### src/rtl/mem_bank_responder.sv
// mem_bank_responder
// Four-bank, 64 x 16-bit word memory responder.
//
// A request is accepted only when it is legal and its target bank is idle.
// An accepted request loads the bank's busy counter, so the bank then reports
// busy for BUSY_CYCLES cycles.
// Reads return through a two-stage pipeline:
//   - stage 1 registers the bank and word index at acceptance;
//   - stage 2 performs the registered array read;
// so rd_valid arrives exactly two cycles after the accepting cycle.
// Memory contents are never reset. The counters and the pipeline are reset.
// BUSY_CYCLES is meaningful over 2..15 because the busy counters are 4 bits wide.

module mem_bank_responder #(
   parameter int unsigned BUSY_CYCLES = 4
) (
   input  logic        clk,
   input  logic        rst,
   input  logic [15:0] addr,
   input  logic [15:0] data_in,
   input  logic        wr,
   input  logic        rd,
   output logic [15:0] data_out,
   output logic        rd_valid,
   output logic        stall,
   output logic [3:0]  busy,
   output logic        err
);

   localparam int unsigned NUM_BANKS = 4;
   localparam int unsigned WORDS     = 64;
   localparam logic [3:0]  BUSY_LOAD = 4'(BUSY_CYCLES);

   // Request decode
   logic       req;
   logic       illegal;
   logic       target_busy;
   logic       accept;
   logic       accept_wr;
   logic       accept_rd;
   logic [1:0] req_bank;
   logic [5:0] req_index;

   // The upper address bits do not select anything.
   logic       unused_addr_hi;

   // Per-bank busy flags, collected from the generate loop
   logic [3:0] busy_vec;

   // Read pipeline
   logic        s1_valid_reg;
   logic [1:0]  s1_bank_reg;
   logic [5:0]  s1_index_reg;
   logic        rd_valid_reg;
   logic [1:0]  s2_bank_reg;

   // Registered read data from each bank
   logic [15:0] bank_rdata [NUM_BANKS];

   assign req_bank       = addr[2:1];
   assign req_index      = addr[8:3];
   assign unused_addr_hi = ^addr[15:9];

   // Classify the current request as idle, illegal, stalled or accepted.
   always_comb begin
      req         = rd | wr;
      illegal     = (rd & wr) | (req & addr[0]);
      target_busy = busy_vec[req_bank];
      accept      = req & ~illegal & ~target_busy;
      accept_wr   = accept & wr;
      accept_rd   = accept & rd;
      err         = illegal;
      stall       = req & ~illegal & target_busy;
   end

   genvar gi;
   generate
      for (gi = 0; gi < NUM_BANKS; gi++) begin : g_bank
         logic [3:0]  count_reg;
         logic [3:0]  count_next;
         logic        bank_busy_reg;
         logic        bank_hit;
         logic [15:0] mem [0:WORDS-1];
         logic [15:0] rdata_reg;

         assign bank_hit = (req_bank == 2'(gi));

         // The counter reloads only on acceptance. The busy gate already
         // prevents acceptance while the counter is non-zero.
         always_comb begin
            count_next = count_reg;
            if (accept && bank_hit) begin
               count_next = BUSY_LOAD;
            end else if (count_reg != 4'd0) begin
               count_next = count_reg - 4'd1;
            end
         end

         // Busy counter and its registered busy flag.
         always_ff @(posedge clk or negedge rst) begin
            if (!rst) begin
               count_reg     <= 4'd0;
               bank_busy_reg <= 1'b0;
            end else begin
               count_reg     <= count_next;
               bank_busy_reg <= (count_next != 4'd0);
            end
         end

         // Bank storage: write on the accepting edge, registered read in stage 2.
         always_ff @(posedge clk) begin
            if (accept_wr && bank_hit) begin
               mem[req_index] <= data_in;
            end
            if (s1_valid_reg) begin
               rdata_reg <= mem[s1_index_reg];
            end
         end

         assign busy_vec[gi]   = bank_busy_reg;
         assign bank_rdata[gi] = rdata_reg;
      end
   endgenerate

   assign busy = busy_vec;

   // Read pipeline: the stage-1 address is captured at acceptance,
   // and the stage-2 valid/bank align with the array read.
   always_ff @(posedge clk or negedge rst) begin
      if (!rst) begin
         s1_valid_reg <= 1'b0;
         s1_bank_reg  <= 2'd0;
         s1_index_reg <= 6'd0;
         rd_valid_reg <= 1'b0;
         s2_bank_reg  <= 2'd0;
      end else begin
         s1_valid_reg <= accept_rd;
         s1_bank_reg  <= req_bank;
         s1_index_reg <= req_index;
         rd_valid_reg <= s1_valid_reg;
         s2_bank_reg  <= s1_bank_reg;
      end
   end

   // Return data is forced to zero whenever no read is being returned.
   always_comb begin
      data_out = 16'h0000;
      if (rd_valid_reg) begin
         data_out = bank_rdata[s2_bank_reg];
      end
   end

   assign rd_valid = rd_valid_reg;

endmodule

### config.mk
export PLATFORM = sky130hd
export DESIGN_NAME = mem_bank_responder
export DESIGN_NICKNAME = d
export VERILOG_FILES = /design/src/rtl/mem_bank_responder.sv
export SDC_FILE = /design/constraint.sdc
export NUM_CORES = 2
export LEC_CHECK = 0
export BUFFER_PORTS_ARGS = -buffer_cell sky130_fd_sc_hd__buf_2
export CAP_MARGIN = 20
export CORE_AREA = 2 2 519 521
export CTS_CLUSTER_SIZE = 20
export DETAILED_ROUTE_END_ITERATION = 6
export DIE_AREA = 0 0 521 523
export PLACE_DENSITY_LB_ADDON = 0.1
export SLEW_MARGIN = 10
export SYNTH_ARGS = -nofsm -noshare
export SYNTH_HDL_FRONTEND = slang
export SYNTH_SLANG_ARGS = --single-unit
### constraint.sdc
create_clock -name clk -period 3.7 [get_ports clk]
set_input_delay 0.74 -clock clk [delete_from_list [all_inputs] [get_ports clk]]
set_output_delay 0.74 -clock clk [all_outputs]
set_load 0.005 [all_outputs]
# --- After elaboration in Yosys (flattened, before gate mapping) ---
# Memories as Yosys holds them, arrays and structs flattened. A register that Yosys moved wholly into a read port is not among the register bits.
# Cells that the tools add are included.
word_totals:
  regBits: 32
  mem_bits_rw: 4096
  input_bits: 36
  output_inout_bits: 23
  n_memories: 4
op_classes:
  add_sub_neg: 4
  magnitude_cmp: 2
  eq_ne: 3
  n_mux: 22
  bitwise: 12
  n_reduce_logical: 17
memory_table:
  columns: ["memory", "words", "word_bits", "read_ports", "rd_clocked_by_memory_dff", "wr", "line_no", "source"]
  rows:
  - ["g_bank[0].mem", 64, 16, 1, 1, 1, "83", "logic [15:0] mem [0:WORDS-1];"]
  - ["g_bank[1].mem", 64, 16, 1, 1, 1, "83", null]
  - ["g_bank[2].mem", 64, 16, 1, 1, 1, "83", null]
  - ["g_bank[3].mem", 64, 16, 1, 1, 1, "83", null]
ops:
  columns: ["op", "count"]
  rows:
  - ["16-bit 2-to-1 mux", 3]
  - ["16-bit binary-select mux with 2-bit select", 1]
  - ["4-bit 2-to-1 mux", 8]
  - ["4-bit nonzero test", 8]
  - ["4-bit by 1-bit subtractor with 4-bit output, second input constant", 4]
  - ["1-bit 2-to-1 mux", 9]
  - ["1-bit logical AND", 8]
  - ["1-bit AND", 7]
  - ["2-bit equality test, second input constant", 2]
  - ["3-bit >= comparator, second input constant", 1]
  - ["2-bit by 3-bit < comparator with 1-bit output, second input constant", 1]
  - ["2-bit NOT with 3-bit output", 1]
  - ["1-bit binary-select mux with 2-bit select", 1]
  - ["2-bit by 1-bit equality test with 1-bit output, second input constant", 1]
  - ["2-bit zero test", 1]
  - ["1-bit NOT", 2]
  - ["1-bit OR", 2]

# --- Longest topological paths before layout ---
logic_depth:
  ltp_word: 10
  mapped_depth: 8
  depth_no_buf: 7

# --- Worst setup path before layout ---
# OpenSTA, ideal clock, no wires.
synth_timing:
  path_kind: "input-to-reg"
  startpoint: "input wr"
  endpoint: "memory g_bank[2].mem[10][0], enable pin"
  setup_time_ps: 388
  t_arrival_ps: 2731
  path_slack_ps: 580
  cell_stages: 7
  n_path_buf: 2
  cell_sequence: "buf_2 > xor2_1 > nand2b_1 > nor3_1 > nand2_1 > clkbuf_1 > nor2_1"
synth_between:
  elab_chain_len: 10
  elab_cells_between_ends: 11
  cone_classes: "mux: 2; bitwise: 8; reduce/logical: 1"
synth_lines:
  columns: ["element", "line_no", "source"]
  rows:
  - ["start, declared", "21", "input logic wr,"]
  - ["1-bit OR", "66", "req = rd | wr;"]
  - ["1-bit AND", "67", "illegal = (rd & wr) | (req & addr[0]);"]
  - ["1-bit OR", "67", null]
  - ["1-bit NOT", "69", "accept = req & ~illegal & ~target_busy;"]
  - ["1-bit AND (2 in a row)", "69", null]
  - ["1-bit AND (*)", "70", "accept_wr = accept & wr;"]
  - ["1-bit logical AND (*)", "112", "if (accept_wr && bank_hit) begin"]
  - ["1-bit 2-to-1 mux (*)", "112", null]
  - ["1-bit 2-to-1 mux (implied by the code) (*)", "113", "mem[req_index] <= data_in;"]
  - ["end, declared", "83", null]
# Every way passes the cells marked *; elsewhere a longest branch is shown, timed or not.

# --- Worst setup path in the final report ---
layout_timing:
  startpoint: "register s2_bank_reg[0]"
  endpoint: "output data_out[6]"
layout_between:
  elab_chain_len: 5
layout_lines:
  columns: ["element", "line_no", "source"]
  rows:
  - ["start, declared", "55", "logic [1:0] s2_bank_reg;"]
  - ["start signal, assigned", "141", "s2_bank_reg <= s1_bank_reg;"]
  - ["2-bit NOT with 3-bit output (implied by the code)", "149", "data_out = bank_rdata[s2_bank_reg];"]
  - ["16-bit binary-select mux with 2-bit select", "149", null]
  - ["16-bit 2-to-1 mux (implied by the code) (2 in a row)", "149", null]
  - ["16-bit 2-to-1 mux", "148", "if (rd_valid_reg) begin"]
  - ["end, declared", "23", "output logic [15:0] data_out,"]
# Every way passes these cells. The select of a mux whose other input is x is not followed.

==> metrics.md <==
| Metric | Value |
|---|---|
| Run status | `finished, final reports clean` |
| Synth Area per Inst | `approximately 23 sq um` |
| Placed Cells incl. Taps | `10.83k` |
| Setup TNS Final | `0 ns` |
| Initial DRC count | `approximately 11k` |
| Core area | `267000 sq um` |
| Worst Setup End Kind | `output port` |
| Unrepaired setup endpoints after global routing | `no` |
| Slew headroom | `0.2425` |
| Num ports | `59` |
| Synth Area in Compound Gates | `0.02587` |
| NumNets Final | `roughly 7.7k` |
| Post-synth EDFFs | `~4.2k` |
| Dpl cell area | `around 170000 sq um` |
| CTS Buf Count | `about 400` |
| Flops & latches, synth | `4192` |
| Synth Instances | `7003` |
| Fin cells | `between 10k and 15k` |
| Slew @ Worst Pin | `approximately 1.1 ns` |
| Worst endpoint required time | `slightly below 3 ns` |
| Leak | `~0.057 uW` |
| Max FFs per register | `4096` |
| CTS Sinks | `roughly 4.2k` |
| TritonCTS clock tree | `yes` |
| Total nets after synthesis | `approximately 7.0k` |
| Type of the worst min-delay path | `input port to flip-flop` |
| Sequential-to-total area share from yosys stat | `0.7895` |
| Fillcell total | `16.42k` |
| Largest net degree at the start of global routing | `between 100 and 150` |
| Simple logic cell fraction of the synthesized area | `0.01818` |
| Post-synthesis mux area share | `0.1524` |
| CP max stage delay | `0.72 ns` |
| CP top delay family | `multiplexers` |
| Port Buf Inserts | `between 50 and 60` |
| Fmax | `approximately 290 MHz` |
| DP Wirelength | `between 200000 and 250000 um` |
| Global-route usage over all layers | `0.3001` |
| Clk root buf | `clkbuf_16` |
| Final setup viols | `0` |
| CP Launch Type | `flip-flop` |
| Worst clock skew | `0.05199 ns` |
| CTS clk-pin slew, worst paths | `roughly 0.060 ns` |
| CP Data Arrival Time | `about 2.7 ns` |
| Crit. Startpoint | `s2_bank_reg[0]` |
| Total length of routed wires | `roughly 400000 um` |
| Crit path kind | `flip-flop to output port` |
| Die Y | `523 um` |
| CP Max Fanout | `16` |
| Worst hold path startpoint | `addr[6]` |
| Row count | `190` |
| DR vias/cell | `roughly 6.7` |
| Share of post-route cells with drive strength above 1 | `0.3128` |
| Total congestion overflow | `0` |
| CTS Buffer Depth | `4` |
| Die Area | `272500 sq um` |
| Maxcap violations | `0` |
| Hold Vio Cnt, Final | `0` |
| WL/cell | `35.05 um` |
| Initial antenna violation count | `22` |
| Slew Limit Fails | `0` |
| Post-Syn Area | `between 150000 and 200000 sq um` |
| TritonRoute pass-1 iters | `5` |
| Layout Area Growth over Synthesis | `14.11%` |
| Post-synth top flop | `edfxtp_1` |
| Initial core utilization | `0.5964` |
| Die width | `521 um` |
| CP cell instances | `buf_4, mux4_2, and2_1, buf_2` |
| YS warnings | `0` |
| Max VDD drop | `~0.48 mV` |
| Clock Latency Late Sink | `between 0.9 and 1 ns` |
| Yosys cell types | `between 50 and 60` |
| Reg2reg start | `s1_index_reg[1]` |
| Period utilisation layout | `0.9352` |
| H-tree depth | `5` |
| Vias in the first global route | `between 70k and 80k` |
| RD Place Congestion | `approximately 0.89` |
| Buffers & Inverters on Critical Path | `2` |
| Final ANT Viol Nets | `0` |
| Post-synthesis async set-or-reset flop share | `0.007634` |
| Largest family of logic cells by synthesized area | `multiplexers` |
| Slowest cell on crit path | `mux4_2` |
| First-pass GRT wire length | `573900 um` |
| Adder-cell share of the synthesized area | `0.0003772` |
| PD cells | `~540 nW/um^2` |
| Final worst path period need | `3.460 ns` |
| Via count | `slightly below 80k` |
| Post-route cell area | `about 180000 sq um` |
| Setup Buffers After CTS | `0` |
| Post-Synth XOR/XNOR Area | `0.0002750` |
| Drc violations | `0` |
-- area by class of cell --
| class | instances | area (sq um) | share of cell area |
|---|---|---|---|
| diodes | 6 | 15.01 | 0.00008263 |
| repair buffers | 693 | 6782 | 0.03732 |
| flip-flops and latches | 4192 | 125700 | 0.6920 |
| clock inverters | 227 | 1888 | 0.01039 |
| inverters | 8 | 30.03 | 0.0001653 |
| well taps | 3552 | 4444 | 0.02446 |
| multi-input cells | 2394 | 32010 | 0.1761 |
| clock buffers | 508 | 10800 | 0.05942 |
-- report_power, final --
| group | switching [uW] | leakage (uW) | internal, uW |
|---|---|---|---|
| clock | 17300 | 0.00620 | 22400 |
| sequential | 164 | 0.0377 | 52300 |
| combinational | 3210 | 0.0131 | 1980 |
-- what timing repair did --
| item | in CTS | in global routing |
|---|---|---|
| gates resized for setup | 0 | 0 |
| hold buffers | 8 | 0 |
| endpoints found under the hold margin | 39 | 0 |
-- metal layers --
layer / global-route usage / routed length (um)
met4: 0.1154 / 17260
met2: 0.4688 / 194100
met1: 0.4306 / 153500
met5: 0 / 21
met3: 0.05573 / 40910
-- cell families after synthesis --
logic type,count (synthesis)
compound gates,601
xor+xnor,5
fa+ha+maj,5
buf+inv,417
flops,4192
mux,1144
simple gates,639
-- cells in the final DEF, fill, tap and decap left out, types with 38 or more instances in the layout --
cell type	n
a21oi_1	78
a221oi_1	38
buf_12	122
buf_4	512
clkbuf_1	89
clkbuf_16	417
clkinv_1	91
clkinv_2	83
edfxtp_1	4160
mux2i_1	88
mux4_2	1021
nand2_1	82
nor2_1	180
nor2_2	157
nor3_1	47
o21ai_0	45
o221ai_1	68
o22a_1	47
o22ai_1	264
-- metrics by stage --
step | hold WS (ns) | setup WS (ns) | power, uW | util
2_1_floorplan | 0.3312 | 0.5803 | 56120 | -
3_3_place_gp | 0.3415 | 0.2472 | 58550 | 0.6327
3_5_place_dp | 0.3371 | 0.2594 | 58700 | 0.6327
4_1_cts | 0.001026 | 0.2174 | 97900 | 0.6806
5_1_grt | 0.01913 | 0.1990 | 99890 | 0.6806
6_report | 0.04695 | 0.2399 | 97350 | 0.6806
-- Yosys cell counts, types with 2 or more instances --
master	n	area [sq um]
o22a_1	47	411.6
nor2_1	337	1265
o22ai_1	264	1652
nor3_1	48	240.2
a22oi_1	8	60.06
and3_1	8	50.05
buf_4	82	615.6
nor2b_1	29	181.4
o221ai_1	68	595.6
and2_1	22	137.6
or3_1	8	50.05
clkbuf_2	2	10.01
xnor2_1	4	35.03
mux4_2	1021	22990
dfrtp_1	32	800.8
mux2i_1	88	880.8
o21ai_0	45	225.2
a21oi_1	78	390.4
clkbuf_1	172	645.6
edfxtp_1	4160	124900
buf_1	32	120.1
inv_1	8	30.03
nand2b_1	19	118.9
o32a_1	4	40.04
nand3_1	2	10.01
a211oi_1	16	120.1
mux2_2	34	382.9
nor3b_1	10	75.07
a221oi_1	38	332.8
a211o_1	4	35.03
nor4_1	51	319.1
a32oi_1	4	35.03
buf_6	14	157.7
ha_1	4	50.05
buf_2	106	530.5
a22o_1	18	157.7
nand2_1	93	349.1
and3b_1	4	35.03
a2111oi_1	4	40.04
a2111oi_0	2	17.52
-- path summary, 6_finish.rpt --
path / slack (ns) / cells after the start / end
min in group asynchronous: 0.52 / 2 / g_bank[1].bank_busy_reg
min: 0.05 / 1 / s1_index_reg[3]
max in group asynchronous: 2.40 / 2 / s1_index_reg[1]
min reg2reg: 0.35 / 0 / s2_bank_reg[0]
max: 0.24 / 4 / data_out[6]
max reg2reg: 0.27 / 5 / g_bank[0].rdata_reg[14]
Power figures use the tool's default switching activity.
